`src/rtl/instruction_fetch.sv`:
```
// Instruction fetch stage: owns the pc, reads a combinational instruction
// memory, and hands one registered word per cycle to decode under a
// valid/ready handshake. Redirects flush the output register; misaligned or
// out-of-range fetch addresses latch a sticky fault that only reset clears.
module instruction_fetch #(
  parameter logic [31:0] RESET_PC  = 32'h0000_0000,
  parameter int unsigned MEM_BYTES = 32
) (
  input  logic        clk,
  input  logic        reset,
  output logic [31:0] imem_address,
  input  logic [31:0] imem_instruction,
  input  logic        redirect_valid,
  input  logic [31:0] redirect_target,
  input  logic        out_ready,
  output logic        out_valid,
  output logic [31:0] out_instruction,
  output logic [31:0] out_pc,
  output logic        fault,
  output logic [15:0] fetch_count
);

  localparam logic [31:0] LastAddr = 32'(MEM_BYTES - 4);

  typedef enum logic [1:0] {
    StStart = 2'd0,
    StRun   = 2'd1,
    StFault = 2'd2
  } state_e;

  state_e      state_q, state_d;
  logic [31:0] pc_q, pc_d;
  logic        out_valid_q, out_valid_d;
  logic [31:0] out_instruction_q, out_instruction_d;
  logic [31:0] out_pc_q, out_pc_d;
  logic        fault_q, fault_d;
  logic [15:0] fetch_count_q, fetch_count_d;

  logic transfer;
  logic capture_en;

  // A word address is usable only if aligned and inside the memory.
  function automatic logic bad_addr(input logic [31:0] addr);
    return (addr[1:0] != 2'b00) || (addr > LastAddr);
  endfunction

  assign transfer   = out_valid_q & out_ready;
  assign capture_en = ~out_valid_q | out_ready;

  // Next-state logic: redirect beats capture/stall; faults freeze the pc.
  always_comb begin
    state_d           = state_q;
    pc_d              = pc_q;
    out_valid_d       = out_valid_q;
    out_instruction_d = out_instruction_q;
    out_pc_d          = out_pc_q;
    fault_d           = fault_q;
    fetch_count_d     = fetch_count_q;

    // A handshake counts even if the same cycle redirects or faults.
    if (transfer && (fetch_count_q != 16'hFFFF)) begin
      fetch_count_d = fetch_count_q + 16'd1;
    end

    unique case (state_q)
      StStart: begin
        // Settle cycle after reset: memory output is not trusted yet.
        out_valid_d = 1'b0;
        if (redirect_valid) begin
          if (bad_addr(redirect_target)) begin
            state_d = StFault;
            fault_d = 1'b1;
          end else begin
            pc_d    = redirect_target;
            state_d = StRun;
          end
        end else if (bad_addr(pc_q)) begin
          state_d = StFault;
          fault_d = 1'b1;
        end else begin
          state_d = StRun;
        end
      end

      StRun: begin
        if (redirect_valid) begin
          out_valid_d = 1'b0;
          if (bad_addr(redirect_target)) begin
            state_d = StFault;
            fault_d = 1'b1;
          end else begin
            pc_d = redirect_target;
          end
        end else if (capture_en) begin
          if (bad_addr(pc_q)) begin
            // Sequential fetch ran off the end: do not capture this word.
            out_valid_d = 1'b0;
            state_d     = StFault;
            fault_d     = 1'b1;
          end else begin
            out_instruction_d = imem_instruction;
            out_pc_d          = pc_q;
            out_valid_d       = 1'b1;
            pc_d              = pc_q + 32'd4;
          end
        end
        // Otherwise stalled: everything holds.
      end

      StFault: begin
        out_valid_d = 1'b0;
        fault_d     = 1'b1;
      end

      default: begin
        out_valid_d = 1'b0;
        state_d     = StFault;
        fault_d     = 1'b1;
      end
    endcase
  end

  // State registers with synchronous active-high reset.
  always_ff @(posedge clk) begin
    if (reset) begin
      state_q           <= StStart;
      pc_q              <= RESET_PC;
      out_valid_q       <= 1'b0;
      out_instruction_q <= 32'd0;
      out_pc_q          <= 32'd0;
      fault_q           <= 1'b0;
      fetch_count_q     <= 16'd0;
    end else begin
      state_q           <= state_d;
      pc_q              <= pc_d;
      out_valid_q       <= out_valid_d;
      out_instruction_q <= out_instruction_d;
      out_pc_q          <= out_pc_d;
      fault_q           <= fault_d;
      fetch_count_q     <= fetch_count_d;
    end
  end

  assign imem_address    = pc_q;
  assign out_valid       = out_valid_q;
  assign out_instruction = out_instruction_q;
  assign out_pc          = out_pc_q;
  assign fault           = fault_q;
  assign fetch_count     = fetch_count_q;

endmodule
```
`config.mk`:
```
export PLATFORM = sky130hd
export DESIGN_NAME = instruction_fetch
export DESIGN_NICKNAME = d
export VERILOG_FILES = /design/src/rtl/instruction_fetch.sv
export SDC_FILE = /design/constraint.sdc
export NUM_CORES = 1
export LEC_CHECK = 0
export ABC_AREA = 0
export CAP_MARGIN = 20
export CORE_MARGIN = 4
export CORE_UTILIZATION = 38
export DETAILED_ROUTE_END_ITERATION = 10
export PLACE_DENSITY_LB_ADDON = 0.1
export SLEW_MARGIN = 20
export SYNTH_ARGS = -nofsm -noshare
export SYNTH_HDL_FRONTEND = slang
export SYNTH_SLANG_ARGS = --single-unit
export TNS_END_PERCENT = 10
```
`constraint.sdc`:
```
create_clock -name clk -period 1.7 [get_ports clk]
set_input_delay 0.255 -clock clk [delete_from_list [all_inputs] [get_ports clk]]
set_output_delay 0.255 -clock clk [all_outputs]
set_load 0.01 [all_outputs]
```
==> impl_results.md, run 1 <==
* Status: finished with violations
* Failing checks: negative setup slack
* CP Class: flip-flop to flip-flop
* Yosys warning count at 0
* Multi-input logic area at 1911 sq um
* Post-route setup slack at -0.2193 ns
* DR iter-0 viols at 186
* DP Cell Count at 802
* IO Count at 182
* Die X at 112.7 um
* Distinct cells, synth at 47
* Largest net degree at the start of global routing at 36
* Via density per instance at 4.810
* Post-synthesis async set-or-reset flop share at 0
* Post-synth EDFFs at 0
* Comb pwr share at 0.060
* Die ar. at 12,700 sq um
* Cell area after layout at 7447 sq um
* CP endpoint kind: flip-flop
* Final Hold Fails at 0
* Reg area at 2335 sq um
* Setup violators final at 72
* Unrepaired setup endpoints after global routing: yes
* Fill cells at 777
* Mapped Nets at 508
* Post-route insts no fill at 839
* Hold Worst Slack at 0.1590 ns
* DP Area at 6576 sq um
* CTS Root Cell: clkbuf_8
* Final worst-path cycle share at 1.129
* Half-perimeter wire length after detailed placement at 8762 um
* Post-Synthesis Cells at 438
* Overall power at 6.776 mW
* Max cap viols at 0
* Share of layout cells above drive strength 1 at 0.2461
* CTS tree: done
* Inserted Clock Buffers at 17
* Clock Skews at 0.01012 ns
* Clk slew on worst S/H paths at 0.06 ns
* Nets at 760
* Count of final max-slew check failures at 0
* Clock share of power at 0.533
* Core box area at 10,510 sq um
* Num Clock Sinks at 116
* Final setup TNS at -10.56 ns
* Crit-path max FO at 11
* Cell taking the most area after synthesis: dfxtp_1
* Routed wire length at 12,510 um
* Port bufs at 181
* Main area contributors after synthesis: dfxtp_1, and2_1, nand2_1, a21oi_1, nor2_1
* Max Fclk at 0.5210 GHz
* Max Buffers Root-to-Sink at 2
* Slew of the pin with the lowest slew margin at 0.4038 ns
* GRT Total Usage at 0.1914
* Yosys reg bits at 116
* Internal power at 5.264 mW
* Die height at 112.7 um
* Netlist Area Pre-Place at 4166 sq um
* Routability congestion estimate at 0.7929
* Slew headroom at 0.7301
* Routed wire length per instance at 14.91 um
* Yosys top cell area share at 0.5574
* First-pass GRT wire length at 19,860 um
* Leakage at 3.387 nW
* Sequential area share after synthesis at 0.5574
* Number of global-route vias before repair at 4,123
* VDD IR max at 0.8802 mV
* FP Rows at 37
* # DRC at 0
* Hold crit path type: input port to flip-flop
* Critical path data arrival time at 2.34 ns
* Ys flop type: dfxtp_1
* Pwr per Cell Area at 909.9 nW/um^2
* Syn_area_per_cell at 9.513 sq um
* TritonRoute pass-1 iters at 4
* Clock latency on the worst-skew pair at 0.50 ns
* Type of origin of the critical path: flip-flop
* Initial antenna violation count at 0
* H-tree depth at 4
* Global route overflow at 0
* Synth-to-Final Area Change at 78.74%
* Vias at 4,036
* Antenna Nets Post-Route at 0
* Tmin final at 1.919 ns
* Switching pwr at 1.512 mW
* Starting Density at 0.3965
* Antenna diode count at 0
* Worst Path Required at 2.12 ns
* Sequential share of power at 0.407
* Net Sw Frac at 0.2231
-- power by group through the flow --
stage | Sequential, mW | Combinational (mW) | Clock (mW)
CTS | 2.76 | 0.396 | 3.68
finish | 2.76 | 0.406 | 3.61
detailed placement | 2.82 | 0.377 | 0
global placement | 2.82 | 0.373 | 0
global route | 2.76 | 0.436 | 3.81
floorplan | 2.83 | 0.107 | 0
-- kinds of logic (layout without fill, tap and decap cells) --
group / Yosys count / after routing / share of synthesized area
XOR/XNOR: 10 / 10 / 0.02102
AO/OA/AOI/OAI: 68 / 68 / 0.1003
AND/OR/NAND/NOR: 213 / 213 / 0.2748
adder cells (fa/ha/maj): 2 / 2 / 0.006005
flip-flops: 116 / 116 / 0.5574
buffers and inverters: 26 / 291 / 0.03273
multiplexers: 3 / 3 / 0.007808
-- cell usage in the layout, fill, tap and decap left out, types with 5 or more instances in the layout --
cell / netlist / final
clkdlybuf4s50_1: 0 / 116
dfxtp_1: 116 / 106
nand2_1: 67 / 66
buf_4: 0 / 65
and2_1: 57 / 54
dlygate4sd2_1: 0 / 49
a21oi_1: 43 / 25
nor2_1: 21 / 20
a21oi_2: 0 / 18
clkbuf_16: 0 / 16
dlymetal6s2s_1: 0 / 15
nand2_2: 10 / 11
dfxtp_2: 0 / 10
xor2_1: 7 / 7
nor3_1: 9 / 7
nor4_1: 9 / 7
nand4_1: 6 / 6
clkinv_4: 0 / 6
nand3_1: 6 / 5
nor4_4: 0 / 5
nor3b_1: 5 / 5
-- critical path, stage by stage, from the launching register on --
cell,delay [ns]
dfxtp_2,0.34
nor4_4,0.28
nand4_2,0.18
buf_6,0.17
nor4_4,0.31
buf_4,0.20
buf_8,0.13
nand2_1,0.08
a21oi_2,0.15
-- routing by layer --
| metal | routed length (um) | GRT usage | share of wire | vias up |
|---|---|---|---|---|
| li1 | - | - | - | 2000 |
| met2 | 6197 | 0.3258 | 0.50 | 134 |
| met3 | 1073 | 0.08075 | 0.086 | 4 |
| met1 | 5193 | 0.2225 | 0.42 | 1898 |
| met5 | 0 | 0 | 0 | - |
| met4 | 43 | 0.04888 | 0.0034 | 0 |
-- worst paths after layout --
path                                        from                   to  depth (start not counted)  slack, ns
worst max-delay path            imem_address[15]  out_instruction[10]                          8      -0.22
worst min-delay path                       reset      fetch_count[14]                          2       0.16
worst max register to register  imem_address[15]  out_instruction[10]                          8      -0.22
worst min register to register         out_pc[3]            out_pc[3]                          2       0.45
-- state kept, by name (all words and copies together) (netlist names) --
register and flops:
out_valid 1, fault 1, fetch_count 16, out_instruction 32
imem_address 32, out_pc 32, state_q 2
-- Yosys cell counts (2+ instances only) --
cell type    n
buf_6        3
o41ai_1      3
nor4_1       9
nand4_1      6
a211oi_1     3
xnor2_1      3
nand2_1     67
nand2b_1     2
a21oi_1     43
and2_1      57
nor2_1      21
xor2_1       7
nand3b_1     2
nor3b_1      5
mux2_2       2
nor3_1       9
and3_1       6
nand3_1      6
nand2_2     10
nor4_2       5
ha_1         2
nor2b_1      3
clkbuf_1    14
o211ai_1     2
a31oi_1      3
dfxtp_1    116
or4_1        2
inv_1        4
o31ai_1      2
buf_2        4
-- final cells by class --
type,count,area share
multi-input combinational,296,0.2566
tap,136,0.02285
inverter,4,0.002016
clock inverter,15,0.02638
timing repair buffer,255,0.3231
clock buffer,17,0.05561
sequential,116,0.3135
-- timing repair --
item,in CTS,in global routing
hold buffers,0,0
gates resized for setup,80,48
hold endpoints to repair,0,0
endpoints found under the setup margin,122,106
cloned,1,0
setup buffers,3,1
pin swaps,30,15
-- per-stage QoR --
step / utilization / setup WS, ns
final: 0.7087 / -0.2193
after CTS: 0.6923 / -0.2002
after floorplan: - / -0.1793
after global routing: 0.7087 / -0.3157
after global placement: 0.6258 / -0.4066
after detailed placement: 0.6258 / -0.4697
Power figures use the tool's default switching activity.
==> run 2: changes to the inputs <==
- SETUP_SLACK_MARGIN: unset -> 0.3
==> run 2 against run 1 <==
Against the previous run:
- largest cell class is now flip-flops and latches
- maximum frequency is 0.27% higher
- highest routed layer unchanged
- global-route usage grew 0.44 points
- non-clock buffer count is the same
- routed wire length up 3.4%
- first-iteration DRC count is 3.8% lower
- clock power barely moved
- via count rose by 1.5%
- the run still ends with negative setup slack left
- clock-buffer cell count did not move
==> impl_results.md, run 2 (synthesis gave the netlist of run 1 again) <==
* Antenna diode count at 0
* Slew headroom at 0.6807
* Critical path data arrival time at 2.33 ns
* DR iter-0 viols at 179
* Post-route setup slack at -0.2141 ns
* Initial antenna violation count at 0
* Pwr per Cell Area at 903.9 nW/um^2
* Global route overflow at 0
* Setup violators final at 71
* Vias at 4,097
* Nets at 760
* Reg area at 2379 sq um
* FP Rows at 37
* Hold Buf Count CTS at 0
* Die height at 112.7 um
* Share of layout cells above drive strength 1 at 0.4211
* GRT Total Usage at 0.1957
* IO Count at 182
* Fill cells at 767
* Port bufs at 181
* Via density per instance at 4.883
* Num Clock Sinks at 116
* Top delay family on crit path: simple AND/OR/NAND/NOR gates
* First-pass GRT wire length at 20,310 um
* Type of origin of the critical path: flip-flop
* Max Fclk at 0.5224 GHz
* Die ar. at 12,700 sq um
* Final worst-path cycle share at 1.126
* # DRC at 0
* Hold Worst Slack at 0.1513 ns
* Half-perimeter wire length after detailed placement at 8762 um
* Final Hold Fails at 0
* CP cell instances: nor4_4, nand4_2, buf_6, nor4_4, buf_4, buf_8, nand2_1, a21oi_2
* Clock latency on the worst-skew pair at 0.50 ns
* CTS Root Cell: clkbuf_8
* CTS tree: done
* Routed wire length per instance at 15.41 um
* Cell area after layout at 7477 sq um
* Clk slew on worst S/H paths at 0.06 ns
* CP max-delay cell: dfxtp_2
* TritonRoute pass-1 iters at 4
* Tmin final at 1.914 ns
* Final Util at 0.7115
* Multi-input logic area at 2148 sq um
* Die X at 112.7 um
* Core box area at 10,510 sq um
* Unrepaired setup endpoints after global routing: yes
* CP Class: flip-flop to flip-flop
* Starting Density at 0.3965
* Largest stage delay, worst path at 0.33 ns
* Inserted Clock Buffers at 17
* DP Area at 6576 sq um
* Synth-to-Final Area Change at 79.46%
* Worst Path Required at 2.12 ns
* Most common cell after layout, fill and taps aside: dfxtp_1
* Antenna Nets Post-Route at 0
* VDD IR max at 0.8754 mV
* Number of global-route vias before repair at 4,202
* Overall power at 6.759 mW
* Failing checks: negative setup slack
* H-tree depth at 4
* Routed wire length at 12,930 um
* Status: finished with violations
* Max cap viols at 0
* Clock Skews at 0.01043 ns
* Crit-path max FO at 11
* Largest net degree at the start of global routing at 36
* Count of final max-slew check failures at 0
* Routability congestion estimate at 0.7929
* Worst Path Buf+Inv at 3
* Final setup TNS at -9.470 ns
* Most frequent cells in the layout: dfxtp_1, nand2_1, buf_4
* CP endpoint kind: flip-flop
* Most used cell, CP: nor4_4
* Hold crit path type: input port to flip-flop
* Leakage at 3.242 nW
* Slew of the pin with the lowest slew margin at 0.4779 ns
* Max Buffers Root-to-Sink at 2
==> run 2: cell count changes in the layout (fill, tap and decap cells not counted), moves of 8 or more <==
cell / previous run / this run
clkdlybuf4s50_1: 116 / 43
dlygate4sd2_1: 49 / 26
and2_4: 3 / 11
dfxtp_1: 106 / 79
and2_1: 54 / 46
clkbuf_2: 0 / 23
dfxtp_2: 10 / 33
buf_2: 1 / 37
clkdlybuf4s15_1: 0 / 35
==> run 2: stage by stage <==
stage                     instances  worst slack (ns)
after floorplan                 438           -0.1793
after global placement          802           -0.4066
after detailed placement        802           -0.4697
after CTS                       838           -0.2002
after global routing            839           -0.3165
final                           839           -0.2141
==> run 2: power by group <==
| part | leakage (nW) | switching [mW] | internal, mW |
|---|---|---|---|
| clock | 0.296 | 1.34 | 2.27 |
| combinational | 1.99 | 0.165 | 0.225 |
| sequential | 0.956 | 0.0175 | 2.74 |
==> run 2: worst paths after layout <==
kind	end	depth (start not counted)	slack, ns	start
worst min register to register	out_pc[3]	2	0.45	out_pc[3]
worst max-delay path	out_instruction[10]	8	-0.21	imem_address[8]
worst min-delay path	fetch_count[10]	2	0.15	reset
worst max register to register	out_instruction[10]	8	-0.21	imem_address[8]
==> run 2: what timing repair did <==
item                                    CTS  global route
pin swaps                                52            46
setup buffers                             3             1
cloned                                    1             0
gates resized for setup                 358           133
endpoints found under the setup margin  228           182
==> run 2: per-layer routing <==
metal	global-route usage	up-vias	wire, um
li1	-	2004	-
met1	0.2248	1945	5233
met2	0.3404	142	6632
met3	0.07807	6	1015
met4	0.04888	0	48
met5	0	-	0
==> run 2: area by class of cell <==
| cell class | count | area share |
|---|---|---|
| sequential | 116 | 0.3181 |
| timing repair buffer | 255 | 0.2882 |
| multi-input combinational | 296 | 0.2873 |
| clock buffer | 17 | 0.05539 |
| clock inverter | 15 | 0.02627 |
| tap | 136 | 0.02276 |
| inverter | 4 | 0.002008 |
==> run 3: changes to the inputs <==
- CAP_MARGIN: 20 -> 10
- REMOVE_ABC_BUFFERS: unset -> 1
==> run 3 against run 2 <==
Against the previous run:
- the run still ends with negative setup slack left
- flip-flop and latch count did not move
- register-to-register slack lost 0.04 ns
- non-clock buffer count increased by 4
- routed wire length decreased by 3.3%
- largest cell class unchanged
==> impl_results.md, run 3 (synthesis gave the netlist of run 1 again) <==
* Status: finished with violations
* Failing checks: negative setup slack
* H-tree depth at 4
* Unrepaired setup endpoints after global routing: yes
* Routed wire length at 12,500 um
* Cell area after layout at 7416 sq um
* Net Sw Frac at 0.2398
* Die ar. at 12,700 sq um
* Internal power at 4.970 mW
* Initial antenna violation count at 0
* Num Clock Sinks at 116
* Most common cell after layout, fill and taps aside: dfxtp_1
* Antenna diode count at 0
* Max Buffers Root-to-Sink at 2
* Most frequent cells in the layout: dfxtp_1, nand2_1, clkdlybuf4s50_1
* Tmin final at 1.959 ns
* CTS Root Cell: clkbuf_8
* Final Hold Fails at 0
* Fill cells at 822
* Antenna Nets Post-Route at 0
* Via density per instance at 4.781
* Comb pwr share at 0.059
* Global route overflow at 0
* CP Class: flip-flop to flip-flop
* Core box area at 10,510 sq um
* Half-perimeter wire length after detailed placement at 8691 um
* Switching pwr at 1.568 mW
* IO Count at 182
* Routed wire length per instance at 14.83 um
* Port bufs at 181
* Post-route setup slack at -0.2587 ns
* FP Rows at 37
* Max Fclk at 0.5105 GHz
* Routability congestion estimate at 0.8242
* Starting Density at 0.3965
* Largest net degree at the start of global routing at 36
* Vias at 4,030
* GRT Total Usage at 0.1985
* Share of layout cells above drive strength 1 at 0.3861
* Final worst-path cycle share at 1.152
* Overall power at 6.538 mW
* Pwr per Cell Area at 881.6 nW/um^2
* # DRC at 0
* Number of global-route vias before repair at 4,213
* DP Cell Count at 805
* Clk slew on worst S/H paths at 0.06 ns
* Synth-to-Final Area Change at 77.99%
* Clock latency on the worst-skew pair at 0.50 ns
* Inserted Clock Buffers at 17
* Slew headroom at 0.6956
* Hold Buf Count CTS at 0
* Final setup TNS at -17.14 ns
* CP endpoint kind: flip-flop
* Clock Skews at 0.008536 ns
* Type of origin of the critical path: flip-flop
* Worst Path Required at 2.07 ns
* Setup violators final at 75
* First-pass GRT wire length at 20,600 um
* VDD IR max at 0.6369 mV
* CTS tree: done
* Nets at 764
* Multi-input logic area at 2049 sq um
* Reg area at 2371 sq um
* Die X at 112.7 um
* Crit-path max FO at 35
* Count of final max-slew check failures at 0
* DR iter-0 viols at 204
* Max cap viols at 0
* Sequential share of power at 0.421
* Die height at 112.7 um
* Leakage at 3.114 nW
* Critical path data arrival time at 2.33 ns
* TritonRoute pass-1 iters at 4
* Post-route insts no fill at 843
* Clock share of power at 0.520
* DP Area at 6621 sq um
* Hold crit path type: input port to flip-flop
* Slew of the pin with the lowest slew margin at 0.4566 ns
run 3: cell count changes in the layout (fill, tap and decap cells not counted), sizes merged, moves of 5 or more:
| cell | change |
|---|---|
| clkinv | -5 |
| dlymetal6s2s | -10 |
| inv | +5 |
| clkdlybuf4s50 | +23 |
| dlygate4sd2 | -12 |
run 3: metal layers:
metal | up-vias | global-route usage | share of wire
met2 | 135 | 0.3167 | 0.48
met3 | 14 | 0.08396 | 0.089
met5 | - | 0 | 0
li1 | 2018 | - | -
met1 | 1863 | 0.2386 | 0.42
met4 | 0 | 0.07452 | 0.014
run 3: through the flow:
step | setup slack, ns | hold slack (ns) | util
after floorplan | -1.472 | 0.3241 | -
after global placement | -0.3329 | 0.4391 | 0.6301
after detailed placement | -0.3624 | 0.4427 | 0.6301
after CTS | -0.2078 | 0.1666 | 0.6996
after global routing | -0.3501 | 0.2316 | 0.7057
final | -0.2587 | 0.1940 | 0.7057
run 3: path summary, 6_finish.rpt:
kind	cells past startpoint	slack [ns]	startpoint	endpoint
setup / recovery	7	-0.26	imem_address[23]	out_instruction[23]
hold reg to reg	2	0.45	out_instruction[31]	out_instruction[31]
hold / removal	2	0.19	reset	fetch_count[8]
setup reg to reg	7	-0.26	imem_address[23]	out_instruction[23]
run 3: cell type report:
cell class              count  share of cell area
flip-flops and latches    116              0.3197
repair buffers            259              0.3020
multi-input cells         296              0.2764
clock buffers              17             0.05585
well taps                 136             0.02295
clock inverters            15             0.02109
inverters                   4            0.002025
run 3: worst max-delay path, cell delays in order (launching register included):
cell and delay [ns]:
dfxtp_2 0.33, nor4_2 0.27, buf_4 0.15, nand4_1 0.18, or4_4 0.55, buf_12 0.19, nand2_1 0.08, a21oi_1 0.05
run 3: what timing repair did:
action                                  CTS  global route
cloned                                    1             0
setup buffers                             4             1
endpoints found under the setup margin  229           173
gates resized for setup                 345            85
pin swaps                                35            36
run 3: power by group through the flow:
| stage | Clock (mW) | Combinational (mW) | Sequential (mW) |
|---|---|---|---|
| 6_report | 3.40 | 0.388 | 2.75 |
| 5_1_grt | 3.59 | 0.420 | 2.75 |
| 4_1_cts | 3.48 | 0.384 | 2.76 |
| 3_5_place_dp | 0 | 0.378 | 2.82 |
| 3_3_place_gp | 0 | 0.376 | 2.82 |
| 2_1_floorplan | 0 | 0.0730 | 2.83 |
